File: config.mk
export PLATFORM = sky130hd
export DESIGN_NAME = mem_port_ctrl
export DESIGN_NICKNAME = d
export VERILOG_FILES = /design/src/rtl/mem_ctrl_pkg.sv /design/src/rtl/load_ext.sv /design/src/rtl/mem_port_ctrl.sv
export SDC_FILE = /design/constraint.sdc
export NUM_CORES = 1
export LEC_CHECK = 0
export CAP_MARGIN = 20
export CORE_UTILIZATION = 35
export DETAILED_ROUTE_END_ITERATION = 12
export PLACE_DENSITY = 0.77
export SLEW_MARGIN = 20
export SYNTH_ARGS = -nofsm -noshare
export SYNTH_HDL_FRONTEND = slang
export SYNTH_HIERARCHICAL = 1
export SYNTH_SLANG_ARGS = --single-unit
File: constraint.sdc
create_clock -name clk -period 3.65 [get_ports clk]
set_input_delay 1.095 -clock clk [delete_from_list [all_inputs] [get_ports clk]]
set_output_delay 1.095 -clock clk [all_outputs]
set_load 0.1 [all_outputs]
File: src/rtl/mem_ctrl_pkg.sv
// Shared types and helpers for the Memory32 port controller:
// access sizes, FSM states, requester identities and the store merge.
package mem_ctrl_pkg;

   typedef enum logic [1:0] {
      BYTE = 2'b00,
      HALF = 2'b01,
      WORD = 2'b10
   } size_t;

   typedef enum logic [1:0] {
      IDLE  = 2'd0,
      READ  = 2'd1,
      RMW   = 2'd2,
      WRITE = 2'd3
   } state_t;

   typedef enum logic {
      INSTR = 1'b0,
      DATA  = 1'b1
   } owner_t;

   // Encoding 2'b11 is accepted on the bus and behaves as a full word.
   function automatic size_t decode_size(input logic [1:0] raw);
      case (raw)
         2'b00:   decode_size = BYTE;
         2'b01:   decode_size = HALF;
         default: decode_size = WORD;
      endcase
   endfunction

   function automatic logic [31:0] merge_store(input logic [31:0] old_word,
                                               input logic [31:0] new_data,
                                               input size_t       size);
      merge_store = old_word;
      case (size)
         BYTE:    merge_store[7:0]  = new_data[7:0];
         HALF:    merge_store[15:0] = new_data[15:0];
         default: merge_store       = new_data;
      endcase
   endfunction

endpackage

File: src/rtl/load_ext.sv
// Load-data extractor: selects the low byte/half/word of the raw memory
// word and sign- or zero-extends it to 32 bits.
module load_ext
   import mem_ctrl_pkg::*;
(
   input  size_t       size,
   input  logic        is_unsigned,
   input  logic [31:0] raw,
   output logic [31:0] ext
);

   always_comb begin
      ext = raw;
      case (size)
         BYTE:    ext = {{24{~is_unsigned & raw[7]}}, raw[7:0]};
         HALF:    ext = {{16{~is_unsigned & raw[15]}}, raw[15:0]};
         default: ext = raw;
      endcase
   end

endmodule

File: src/rtl/mem_port_ctrl.sv
// Shares one Memory32 port between instruction fetch and load/store,
// round-robin arbitrated, with read-modify-write for sub-word stores.
module mem_port_ctrl
   import mem_ctrl_pkg::*;
(
   input  logic        clk,
   input  logic        rst,
   input  logic        i_req,
   input  logic [31:0] i_addr,
   output logic        i_gnt,
   output logic        i_rvalid,
   output logic [31:0] i_rdata,
   input  logic        d_req,
   input  logic        d_we,
   input  logic [1:0]  d_size,
   input  logic        d_unsigned,
   input  logic [31:0] d_addr,
   input  logic [31:0] d_wdata,
   output logic        d_gnt,
   output logic        d_done,
   output logic [31:0] d_rdata,
   output logic [31:0] mem_raddr,
   output logic [31:0] mem_waddr,
   output logic [31:0] mem_wdata,
   output logic        mem_we,
   input  logic [31:0] mem_rdata
);

   // Handshake: a requester holds req with a stable payload until it sees
   // gnt; the payload is sampled in that grant cycle, and grants only
   // happen in IDLE.
   state_t      state_q, state_d;
   owner_t      prio_q, prio_d;
   owner_t      owner_q, owner_d;
   size_t       size_q, size_d;
   logic        uns_q, uns_d;
   logic [31:0] raddr_q, raddr_d;
   logic [31:0] waddr_q, waddr_d;
   logic [31:0] wdata_q, wdata_d;

   size_t       req_size;
   logic        grant_i;
   logic        grant_d;

   assign req_size = decode_size(d_size);

   assign grant_i = (state_q == IDLE) & ~rst & i_req & (~d_req | (prio_q == INSTR));
   assign grant_d = (state_q == IDLE) & ~rst & d_req & (~i_req | (prio_q == DATA));

   always_comb begin
      state_d   = state_q;
      prio_d    = prio_q;
      owner_d   = owner_q;
      size_d    = size_q;
      uns_d     = uns_q;
      raddr_d   = raddr_q;
      waddr_d   = waddr_q;
      wdata_d   = wdata_q;
      i_gnt     = grant_i;
      d_gnt     = grant_d;
      i_rvalid  = 1'b0;
      d_done    = 1'b0;
      mem_we    = 1'b0;
      mem_raddr = raddr_q;

      case (state_q)
         IDLE: begin
            if (grant_i) begin
               mem_raddr = i_addr;
               raddr_d   = i_addr;
               owner_d   = INSTR;
               prio_d    = DATA;
               state_d   = READ;
            end else if (grant_d) begin
               owner_d = DATA;
               prio_d  = INSTR;
               if (!d_we) begin
                  mem_raddr = d_addr;
                  raddr_d   = d_addr;
                  size_d    = req_size;
                  uns_d     = d_unsigned;
                  state_d   = READ;
               end else begin
                  waddr_d = d_addr;
                  wdata_d = d_wdata;
                  if (req_size == WORD) begin
                     state_d = WRITE;
                  end else begin
                     // Memory32 always writes four bytes, so fetch the old word first.
                     mem_raddr = d_addr;
                     raddr_d   = d_addr;
                     size_d    = req_size;
                     state_d   = RMW;
                  end
               end
            end
         end
         READ: begin
            i_rvalid = (owner_q == INSTR);
            d_done   = (owner_q == DATA);
            state_d  = IDLE;
         end
         RMW: begin
            wdata_d = merge_store(mem_rdata, wdata_q, size_q);
            state_d = WRITE;
         end
         WRITE: begin
            mem_we  = 1'b1;
            d_done  = 1'b1;
            state_d = IDLE;
         end
         default: state_d = IDLE;
      endcase
   end

   always_ff @(posedge clk or posedge rst) begin
      if (rst) begin
         state_q <= IDLE;
         prio_q  <= DATA;
         owner_q <= INSTR;
         size_q  <= BYTE;
         uns_q   <= 1'b0;
         raddr_q <= '0;
         waddr_q <= '0;
         wdata_q <= '0;
      end else begin
         state_q <= state_d;
         prio_q  <= prio_d;
         owner_q <= owner_d;
         size_q  <= size_d;
         uns_q   <= uns_d;
         raddr_q <= raddr_d;
         waddr_q <= waddr_d;
         wdata_q <= wdata_d;
      end
   end

   assign mem_waddr = waddr_q;
   assign mem_wdata = wdata_q;
   assign i_rdata   = mem_rdata;

   load_ext u_load_ext (
      .size        (size_q),
      .is_unsigned (uns_q),
      .raw         (mem_rdata),
      .ext         (d_rdata)
   );

endmodule
== Word-level counts from Yosys, hierarchy flattened ==
Index checks and enable logic that the tools add are counted.
Cells by class
  $add $sub $neg: 0
  $mul: 0
  div/mod/pow operators: 0
  $lt $le $gt $ge: 0
  eq/ne operators: 13
  shift-type cells: 0
  mux-type cells: 27
  bitwise gates (word level): 18
  reduce and logical (&&, ||, !) cells: 14
Operators by type and width (number)
  $mux 32: 8
  $pmux 32 s2: 2
  $mux 16: 1
  $reduce_and 5->1: 3
  $reduce_and 4->1: 3
  $mux 2: 5
  $ne 2x2->1 const B: 5
  $not 1->1: 9
  $mux 8: 1
  $and 1x1->1: 7
  $mux 1: 7
  $eq 2x1->1 const B: 3
  $eq 2x2->1 const B: 3
  $logic_not 2->1: 3
  $pmux 2 s3: 1
  $pmux 2 s2: 1
  $reduce_bool 2->1: 2
  $reduce_or 2->1: 2
  $ne 3x3->1 const B: 1
  $ne 2x1->1 const B: 1
  $or 1x1->1: 2
  $pmux 1 s2: 1
  $reduce_and 2->1: 1
Word-level totals
  flip-flop bits (word level): 103
  latch bits: 0
  memory bits (writable): 0
  bits in read-only memories: 0
  input port bits: 136
  output and inout bits: 165
  memories kept: 0

== Logic depth before layout (Yosys ltp) ==
  depth after elaboration: 8
  depth in mapped cells: 6

== Hierarchy ==
The synthesis kept the hierarchy.
By module, submodules not included
  mem_port_ctrl: times used 1, cells an instance 438, area each 5049.8 µm², seq. area each 2578.7 µm²
  load_ext: times used 1, cells an instance 67, area each 355.3 µm², seq. area each 0.0 µm²

== Least setup slack after synthesis ==
No wires, ideal clock.
  path kind: input to output
  from: in rst
  to: out mem_raddr[0]
  arrival: 4712 ps
  data required time: 2555 ps
  slack: -2157 ps
  cell stages on the path: 6
  path buffers: 3
  cell sequence: or3_1 buf_2 or2_1 clkbuf_1 clkbuf_1 a311oi_1
Between the ends
  word-level cells in the longest chain between the ends: 7
RTL lines
  start: declaration: RTL line mem_port_ctrl.sv:7  | input logic rst,
  $not 1->1 (*): RTL line mem_port_ctrl.sv:47, mem_port_ctrl.sv:48
  $and 1x1->1 (*): RTL line mem_port_ctrl.sv:47, mem_port_ctrl.sv:48
  $and 1x1->1 (2 in series): RTL line mem_port_ctrl.sv:48  | assign grant_d = (state_q == IDLE) & ~rst & d_req & (~i_req | (prio_q == DATA));
  $mux 32: RTL line mem_port_ctrl.sv:74  | end else if (grant_d) begin
  $mux 32 (*) (2 in series)
  end: declaration: RTL line mem_port_ctrl.sv:22  | output logic [31:0] mem_raddr,
Mark *: on every way between the ends. The rest lies on a longest branch, timed or not.

== Worst setup path in the final report ==
  from: in rst
  to: out mem_raddr[5]
Same word-level chain as after synthesis.

==> out/results.ini <==
[cts]
cts.hold.buffers_added = 0
cts_tree = done
htreeDepth = 3
clk_latency_ns = 0.35
cts_buffer_depth = 2
cts-root-buf = clkbuf_16
cts.sinks = 103
cts_buffers = 9
clk_pin_slew_ns = 0.07

[finish]
layout_common_cells = buf_4 (173), clkdlybuf4s50_1 (122), dfrtp_1 (102)
area_delta_synth_final_pct = 102
final_common_cell = buf_4
final_util_pct = 72.1
layout-drive-gt1-share_pct = 51.9
fin_nets = 977
stdcell_area_mm2 = 0.0109

[grt]
antenna_found_initial = 3
overflow = 0
grt_pass1_vias = 5967
globalRouteMet1Util_pct = 31.1
grt_max_degree = 62
track_usage_pct = 28.6
grt.busiest_layer = met2
grtUsageMet2_pct = 50.1
grt_pass1_wl_um = 34300
grt_use_met3_pct = 8.96

[status]
violations = negative setup slack
status = finished, violations left

[routing]
drt_iter0_markers = 282
drtPass1Iterations = 6
avgRoutedWirePerCell_um = 22.2
routed_wl_um = 23000
vias_per_cell = 5.39
drc_errors = 0
vias = 5580
drtAntennaViolNets = 0

[critical_path]
path_cells = buf_8 > or4b_4 > or3_4 > buf_12 > buf_16 > a311oi_4 > buf_12
endpoint_kind = primary output
startpoint_type = input port
cp.arrival_ns = 3.03
crit_family = simple AND/OR/NAND/NOR gates
crit_top_cell = buf_12
cp_max_fo = 6
worstSetupPathType = input port to primary output
path_buf_inv = 4
critPathSlowestCell = or4b_4
crit_required_ns = 2.55
slowest_delay_ns = 0.48

[timing]
tightest_slew_ns = 0.785
timing.final.crit_share_pct = 113
fin_skew_ns = 0.00532
hold_violations = 0
rsz0062_at_grt = true
timing.fmax_ghz = 0.243
setup_ws_ns = -0.471
hold_slack_ns = 0.503
drv_slew = 0
slew-limit-headroom_pct = 47.7
finalSetupViolCount = 34
fin_crit_ns = 4.12

[yosys]
yosysUniqueCellTypes = 38
synthCells = 505
synth_warnings = 6
synth_edf_count = 0
synthTopCellsByArea = dfrtp_1 (47%), mux2_2 (15%), buf_4 (5.7%), a311oi_1 (5.2%), nor4_1 (3.7%)
syn-num-nets = 641
ys.flop_type = dfrtp_1
syn_area_per_cell_um2 = 10.7
yosysTopAreaCell = dfrtp_1
synth_area_mm2 = 0.00541
synthArstFlopShare_pct = 100
yosys.area.top_type_share_pct = 47.2
ys_ff_latch = 103
ys_seq_area_share_pct = 47.7

[place]
hpwl_um = 15600
place_area_mm2 = 0.00997
post-place-ws_ns = -0.734
io_buffers = 279
gp_congestion = 0.857

[floorplan]
fp.dieW_um = 126
io_pins = 301
dieArea_mm2 = 0.0159
coreArea_mm2 = 0.0151
die_height_um = 126
initial_core_util_pct = 35.7
row_count = 45

[flow_run]
maxCapViolations = 0

[hold_path]
hold_class = register to register

-- layout make-up --
class                           count  area, µm²
Clock inverter                      5        104
Multi-Input combinational cell    279       2820
Fill cell                         943       4230
Tap cell                          188        235
Timing Repair Buffer              412       4790
Sequential cell                   103       2580
Clock buffer                       11        243
Antenna cell                        2       5.00
Inverter                           36        145
-- cells by family after synthesis --
| logic type | count (synthesis) | share of synthesized area, % |
|---|---|---|
| flops | 103 | 47.7 |
| simple gates | 116 | 11.6 |
| buf+inv | 123 | 12.4 |
| compound gates | 81 | 11.1 |
| mux | 82 | 17.1 |
-- what timing repair did --
| item | CTS | global route |
|---|---|---|
| pin swaps | 37 | 13 |
| cloned | 4 | 1 |
| gates resized for setup | 41 | 10 |
| endpoints found under the setup margin | 58 | 34 |
| setup buffers | 28 | 16 |
-- cells in the mapped netlist, types with 2 or more instances --
| cell type | instances |
|---|---|
| dfrtp_1 | 102 |
| mux2_2 | 73 |
| buf_4 | 41 |
| inv_1 | 35 |
| nand2_1 | 34 |
| a311oi_1 | 32 |
| clkbuf_1 | 32 |
| nor3_1 | 32 |
| nor4_1 | 32 |
| o21ai_0 | 32 |
| mux2_1 | 8 |
| o31ai_1 | 8 |
| buf_2 | 6 |
| buf_6 | 6 |
| nor2b_1 | 3 |
| and2_1 | 2 |
| o21a_1 | 2 |
| o31ai_4 | 2 |
| or2_1 | 2 |
| or3_1 | 2 |
| or3b_2 | 2 |
-- registers in the layout, summed over array words and instances, names as in the netlist --
name / flops
mem_waddr: 32
prio_q: 1
state_q: 2
uns_q: 1
owner_q: 1
mem_wdata: 32
raddr_q: 32
size_q: 2
-- per-layer routing --
metal,vias up,wire length [µm]
met5,-,17
met4,2,709
met3,63,2170
met2,331,11900
met1,2733,8220
li1,2451,-
-- path summary, 6_finish.rpt --
check                      cells after the start            end    startpoint  slack, ns
setup reg to reg                               8  mem_waddr[21]    state_q[1]       0.98
min in group asynchronous                      5     state_q[1]           rst       0.96
max in group asynchronous                      6         prio_q           rst       2.10
hold / removal                                 1   mem_waddr[2]  mem_waddr[2]       0.50
setup / recovery                               7   mem_raddr[5]           rst      -0.47
hold reg to reg                                1   mem_waddr[2]  mem_waddr[2]       0.50
-- through the flow --
stage	setup TNS, ns	std cells
finish	-13.61	1036
global route	-14.41	1036
CTS	-13.11	1021
detailed placement	-28.58	973
global placement	-27.21	973
floorplan	-24.22	505
Power is not shown: default switching activity piles up to over one toggle a cycle in this logic, so the estimate is an artifact.
